### config.mk
export PLATFORM = sky130hd
export DESIGN_NAME = cylon_input_ctrl
export DESIGN_NICKNAME = d
export VERILOG_FILES = /design/src/rtl/cylon_input_ctrl.sv
export SDC_FILE = /design/constraint.sdc
export NUM_CORES = 1
export LEC_CHECK = 0
export CORE_MARGIN = 2
export CORE_UTILIZATION = 35
export DETAILED_ROUTE_END_ITERATION = 8
export PLACE_DENSITY_LB_ADDON = 0.3
export SLEW_MARGIN = 10
export SYNTH_ARGS = -nofsm -noshare
export SYNTH_HDL_FRONTEND = slang
export SYNTH_SLANG_ARGS = --single-unit
### constraint.sdc
create_clock -name clk -period 2.5 [get_ports clk]
set_input_delay 0.25 -clock clk [delete_from_list [all_inputs] [get_ports clk]]
set_output_delay 0.25 -clock clk [all_outputs]
set_load 0.005 [all_outputs]
### src/rtl/cylon_input_ctrl.sv
// Input conditioning ahead of the cylon LED sequencer: two-flop synchronisers on the
// buttons and low switch nibble, a four-state debouncer per button, and the
// registered mode, speed and brightness controls with their pulse/strobe outputs.
module cylon_input_ctrl #(
  parameter int unsigned       CNT_W           = 20,
  parameter logic [CNT_W-1:0]  DEBOUNCE_CYCLES = CNT_W'(1_000_000)
) (
  input  logic        clk,
  input  logic        rst_n,
  input  logic        btnC,
  input  logic        btnL,
  input  logic        btnR,
  input  logic [15:0] sw,
  output logic [1:0]  mode,
  output logic [3:0]  speed,
  output logic [3:0]  brightness,
  output logic [2:0]  btn_pulse,
  output logic        mode_changed
);

  // Final count value at which a level is considered stable.
  localparam logic [CNT_W-1:0] LastCount = DEBOUNCE_CYCLES - CNT_W'(1);

  typedef enum logic [1:0] {StIdle, StArm, StHeld, StDisarm} db_state_e;

  // Bit order matches btn_pulse: {L, C, R}.
  logic [2:0] btn_raw;
  logic [2:0] btn_meta;
  logic [2:0] btn_sync;
  logic [3:0] sw_meta;
  logic [3:0] sw_sync;
  logic [2:0] pulse;
  logic [1:0] mode_next;

  // Only sw[3:0] is consumed; the rest of the bank is deliberately ignored.
  logic unused_sw;
  assign unused_sw = ^sw[15:4];

  assign btn_raw   = {btnL, btnC, btnR};
  assign btn_pulse = pulse;

  // Two-flop synchronisers; nothing downstream looks at a raw input.
  always_ff @(posedge clk or negedge rst_n) begin
    if (!rst_n) begin
      btn_meta <= '0;
      btn_sync <= '0;
      sw_meta  <= '0;
      sw_sync  <= '0;
    end else begin
      btn_meta <= btn_raw;
      btn_sync <= btn_meta;
      sw_meta  <= sw[3:0];
      sw_sync  <= sw_meta;
    end
  end

  for (genvar i = 0; i < 3; i++) begin : gen_db
    db_state_e        state;
    logic [CNT_W-1:0] count;

    // Debounce FSM: counter is cleared on every transition so it can never wrap.
    always_ff @(posedge clk or negedge rst_n) begin
      if (!rst_n) begin
        state    <= StIdle;
        count    <= '0;
        pulse[i] <= 1'b0;
      end else begin
        pulse[i] <= 1'b0;
        case (state)
          StIdle: begin
            if (btn_sync[i]) begin
              state <= StArm;
              count <= '0;
            end
          end
          StArm: begin
            if (!btn_sync[i]) begin
              state <= StIdle;
              count <= '0;
            end else if (count == LastCount) begin
              state    <= StHeld;
              count    <= '0;
              pulse[i] <= 1'b1;
            end else begin
              count <= count + CNT_W'(1);
            end
          end
          StHeld: begin
            if (!btn_sync[i]) begin
              state <= StDisarm;
              count <= '0;
            end
          end
          StDisarm: begin
            // A bounce back high returns to HELD without a second pulse.
            if (btn_sync[i]) begin
              state <= StHeld;
              count <= '0;
            end else if (count == LastCount) begin
              state <= StIdle;
              count <= '0;
            end else begin
              count <= count + CNT_W'(1);
            end
          end
          default: begin
            state <= StIdle;
            count <= '0;
          end
        endcase
      end
    end
  end

  // Mode select with priority C > R > L; no pulse holds the current mode.
  always_comb begin
    mode_next = mode;
    if (pulse[1]) begin
      mode_next = 2'b00;
    end else if (pulse[0]) begin
      mode_next = 2'b10;
    end else if (pulse[2]) begin
      mode_next = 2'b01;
    end
  end

  // Mode register; the strobe fires only when the value actually changes.
  always_ff @(posedge clk or negedge rst_n) begin
    if (!rst_n) begin
      mode         <= 2'b00;
      mode_changed <= 1'b0;
    end else begin
      mode         <= mode_next;
      mode_changed <= (mode_next != mode);
    end
  end

  // Switch-derived controls, registered every cycle with no debounce.
  always_ff @(posedge clk or negedge rst_n) begin
    if (!rst_n) begin
      speed      <= 4'h0;
      brightness <= 4'b0111;
    end else begin
      speed      <= {1'b0, sw_sync[2:0]};
      brightness <= {sw_sync[3], 3'b111};
    end
  end

endmodule

==> results.toml, run 1 <==
[run_status]
status = "finished, final reports clean"

[setup_path]
rrSetupSlack_ps = 270
cpPeakStageDelay_ps = 600
end_kind = "register"
crit_family = "simple AND/OR/NAND/NOR gates"
crit_end = "gen_db[0].count[8]"
cp_max_fo = 13
startpoint = "gen_db[0].count[0]"
path_class = "reg2reg"
critPathRequiredTime_ps = 2720
ff2ff_path_depth = 7
path_common_cell = "nor2_1"
cpMaxStageDelayCell = "o311a_1"
critPathArrivalTime_ps = 2450
r2r_start = "gen_db[0].count[0]"
cp_cell_sequence = "ha_1 -> and3_1 -> nand3_1 -> o311a_1 -> nor2_1 -> buf_4 -> nor2_1"
worst_r2r_endpoint = "gen_db[0].count[8]"
critPathBufInv = 1
start_kind = "register"
path_depth = 7

[clocking]
post_cts_buffers = 0
cts-root-buf = "clkbuf_16"
clkLatencyLatePin_ps = 340
cts_buffer_depth = 2
clkTransAtPathRegs_ps = 60
clkSinkCount = 90
cts_tree = "built"
cts_resized = 0
numCtsBuffers = 9
cts_max_level = 3

[floorplanning]
die_width_um = 114
fp.coreArea_um2 = 12000
rows = 40
start_util_pct = 35.6
die-area_um2 = 13100
die_h_um = 114
io_pins = 35

[synth]
synth_edf_count = 0
synth_top_area_cell = "dfrtp_1"
synthCells = 434
synthTopCellsByArea = "dfrtp_1 (53%), nand2_1 (4.8%), a31oi_1 (3.5%), nand3_1 (3.5%), nor2_1 (3.0%)"
yosys_warnings = 0
ys_seq_elements = 90
async_reset_ff_share_pct = 100
syn_area_um2 = 4260
yosysMostFrequentCell = "dfrtp_1"
yosysSeqAreaShare_pct = 52.8
syn_area_per_cell_um2 = 9.82
synth_cell_type_count = 56
yosys_most_used_dff = "dfrtp_1"
synthTopCellsByCount = "dfrtp_1 (90), nand2_1 (54), nor2_1 (34)"
netlist.area_leader.share_pct = 52.8

[grt]
grt_max_degree = 40
gr-usage-met1_pct = 20.1
grt_pass1_wl_um = 15400
use_met2_pct = 22.7
busiest_layer = "met2"
grt_overflow = 0
grtUsageTotal_pct = 14.6
grt_pass1_vias = 3322
antenna_found_initial = 0
grt_util_met3_pct = 2.70

[layout]
fin_util_pct = 41.5
drive_gt1_share_pct = 8.21
syn_to_final_growth_pct = 16.6
diodes = 0
final_nets = 484

[detailed_routing]
avgRoutedWirePerCell_um = 14.3
drt_first_pass_iters = 4
drc_errors = 0
dr.first_iter.drc_count = 241
vias = 3319
ant_nets = 0
via_per_inst = 5.44
wirelength_um = 8720

[timing]
drv_slew = 0
tns_ps = 0
finClkSkew_ps = 6.78
max-slew-margin-rel_pct = 39.7
hold_violations = 0
rsz0062_at_grt = "false"
tightest_slew_ps = 901
min_period_over_period_pct = 89.1
max_freq_mhz = 449
setup_violations = 0
period_minus_slack_ps = 2230

[run]
drv_cap = 0

[pwr]
peakVddDrop_v = 0.000345
powerDensity_nw_per_um2 = 773
leakage_nw = 2.12

[worst_hold_path]
hold_path.class = "reg2reg"

[place]
place_congestion = 0.822
dp_hpwl_um = 5950
io_buffers = 18
routing by layer:
metal	wire [µm]	share of wire (%)
met1	4240	49
met2	4040	46
met3	286	3.3
met4	153	1.8
met5	0	0
cell type report:
| type | instances | area [µm²] |
|---|---|---|
| clock buffer | 11 | 243 |
| clock inverter | 3 | 65.1 |
| fill | 1147 | 6990 |
| inverter | 12 | 45.0 |
| multi-input combinational | 316 | 1880 |
| sequential | 90 | 2250 |
| tap | 147 | 184 |
| timing repair buffer | 31 | 303 |
kinds of logic (layout without fill, tap and decap cells):
family / count (synthesis) / in the layout / synth area share, %
compound gates: 96 / 96 / 14.8
simple gates: 188 / 188 / 22.4
xor+xnor: 19 / 19 / 3.90
other cells: 2 / 4 / 0.176
fa+ha+maj: 3 / 3 / 0.881
buf+inv: 30 / 57 / 3.49
mux: 6 / 6 / 1.50
flops: 90 / 90 / 52.8
how the worst min path moves through the flow:
stage,startpoint,end,slack (ps),cells past startpoint
after CTS,sw[0],sw_meta[0],340,1
after global placement,rst_n,gen_db[0].state[0],190,1
after detailed placement,rst_n,async pin,200,1
after global routing,sw_meta[1],sw_sync[1],360,0
after floorplan,rst_n,async pin,-50,0
final,btn_meta[2],btn_sync[2],350,0
what timing repair did:
action	CTS	global route
endpoints found under the hold margin	25	0
endpoints found under the setup margin	0	0
hold buffers	1	0
registers in the layout, summed over array words and instances (netlist names), named ones only:
register / count
gen_db.state: 3
mode_changed: 1
mode: 2
btn_sync: 3
sw_meta: 4
brightness: 1
btn_pulse: 3
gen_db.count: 60
speed: 3
btn_meta: 3
sw_sync: 4
layout by cell type (no fill, tap or decap), types with 9 or more instances in the layout:
cell	n
nor2_1	34
a31oi_1	24
nor3_1	10
nand2_1	54
a21oi_1	22
dfrtp_1	90
o21ai_0	13
nor4_1	12
xor2_1	12
nand3_1	30
clkbuf_16	9
buf_4	11
inv_1	12
clkdlybuf4s50_1	17
per-stage QoR:
stage / hold WS [ps] / total power, mW / setup slack [ps] / cell area [µm²] / std cells
floorplan: -45.6 / 2.23 / 525 / 4270 / 436
global placement: 193 / 2.42 / 342 / 4650 / 595
detailed placement: 200 / 2.45 / 289 / 4650 / 595
CTS: 344 / 3.89 / 273 / 4970 / 610
global route: 355 / 4.07 / 54.6 / 4970 / 610
finish: 351 / 3.84 / 272 / 4970 / 610
report_power, final:
part | internal, mW | switching (mW) | total, mW
sequential | 1.55 | 0.0811 | 1.63
combinational | 0.284 | 0.512 | 0.795
clock | 0.890 | 0.528 | 1.42
total | 2.72 | 1.12 | 3.84
Note: power is estimated with default switching activity, not from simulation.
==> run 2, diff against run 1 <==
SKIP_LAST_GASP = 1   (was unset)
clock period = 1.95 ns   (was 2.5 ns; I/O delays follow)
==> results.toml, run 2 (synthesized netlist as in run 1, its figures left out) <==
[run_status]
status = "finished, final reports clean"

[setup_path]
cpMaxStageDelayCell = "or4_4"
cpPeakStageDelay_ps = 550
start_kind = "register"
cp_max_fo = 18
critPathRequiredTime_ps = 2190
critPathBufInv = 1
path_class = "reg2reg"
crit_family = "simple AND/OR/NAND/NOR gates"
critPathArrivalTime_ps = 2110
cp_cell_sequence = "or4_4 -> nor4_4 -> a21oi_2 -> buf_12 -> a21o_1 -> a22o_1"
end_kind = "register"

[detailed_routing]
wirelength_um = 9260
avgRoutedWirePerCell_um = 14.2
ant_nets = 0
dr.first_iter.drc_count = 249
vias = 3467
drc_errors = 0
via_per_inst = 5.33
drt_first_pass_iters = 4

[grt]
busiest_layer = "met2"
antenna_found_initial = 0
grt_max_degree = 40
grt_util_met3_pct = 3.92
gr-usage-met1_pct = 21.2
use_met2_pct = 23.1
grt_pass1_wl_um = 15900
grtUsageTotal_pct = 15.4
grt_pass1_vias = 3320
grt_overflow = 0

[layout]
fin_util_pct = 44.6
syn_to_final_growth_pct = 25.0
diodes = 0
regMostFlops = "gen_db.count"
largest_reg_flops = 60
layout_commonest_cell = "dfrtp_1"
final_nets = 523
top_regs = "gen_db.count x60, sw_meta x4, sw_sync x4"
finalNonFillerCells = 651
final_cell_mix = "dfrtp_1 (90), nand2_1 (54), buf_4 (49)"
drive_gt1_share_pct = 18.1

[clocking]
cts-root-buf = "clkbuf_16"
clkTransAtPathRegs_ps = 70
cts_buffer_depth = 2
clkSinkCount = 90
numCtsBuffers = 9
cts_tree = "built"
clkLatencyLatePin_ps = 350
cts_max_level = 3

[worst_hold_path]
hold_path.class = "in2reg"

[timing]
finClkSkew_ps = 8.50
max_freq_mhz = 533
setup_violations = 0
period_minus_slack_ps = 1880
drv_slew = 0
hold_violations = 0
min_period_over_period_pct = 96.2
tns_ps = 0

[place]
dp_hpwl_um = 6320
io_buffers = 18
place_congestion = 0.856
dp_cells = 627

[pwr]
leakage_nw = 2.31
fin_total_pwr_mw = 5.05
peakVddDrop_v = 0.000508
powerDensity_nw_per_um2 = 948

[floorplanning]
die_width_um = 114
rows = 40
start_util_pct = 35.6
die_h_um = 114
io_pins = 35
die-area_um2 = 13100
fp.coreArea_um2 = 12000

[run]
drv_cap = 0
## run 2: stage by stage
| step | setup WS, ps | hold WS (ps) | area (µm²) |
|---|---|---|---|
| CTS | -25.3 | 264 | 5200 |
| global placement | 13.7 | 183 | 4890 |
| finish | 73.8 | 275 | 5330 |
| detailed placement | -22.5 | 188 | 4890 |
| floorplan | -6.49 | -101 | 4270 |
| global route | -37.5 | 264 | 5330 |
## run 2: power breakdown
| part | internal, mW | total [mW] | switching, mW | leakage, nW |
|---|---|---|---|---|
| sequential | 1.98 | 2.09 | 0.106 | 1.20 |
| combinational | 0.528 | 1.24 | 0.715 | 0.967 |
| clock | 0.900 | 1.72 | 0.823 | 0.142 |
## run 2: worst register-to-register path: stages, from the launching register on
cell and delay (ps):
dfrtp_1 380, or4_4 550, nor4_4 180, a21oi_2 120
buf_12 170, a21o_1 160, a22o_1 220
## run 2: final cells by class
class                           instances  area [µm²]
Fill cell                            1112        6630
Sequential cell                        90        2250
Clock inverter                          7        70.1
Timing Repair Buffer                   70         599
Inverter                               12        45.0
Clock buffer                            9         225
Tap cell                              147         184
Multi-Input combinational cell        316        1950
## run 2: worst paths after layout
check	startpoint	endpoint	slack, ps	cells past startpoint
setup / recovery	gen_db[1].count[13]	gen_db[1].count[3]	70	6
min in group asynchronous	rst_n	gen_db[0].count[7]	340	2
setup reg to reg	gen_db[1].count[13]	gen_db[1].count[3]	70	6
hold reg to reg	btn_meta[2]	btn_sync[2]	350	0
hold / removal	sw[1]	sw_meta[1]	280	1
max in group asynchronous	rst_n	sw_sync[3]	980	3
## run 2: what timing repair did
action                                 CTS  global route
buffers inserted                         0             7
pin swaps                                0             4
setup endpoints to repair                1            43
hold buffers                             1             0
gates resized for setup                  0            13
endpoints found under the hold margin   32             0
## run 2: layer usage
metal	share of wire, %	vias up
li1	-	1713
met1	49	1678
met2	45	62
met3	3.7	14
met4	1.9	0
met5	0	-
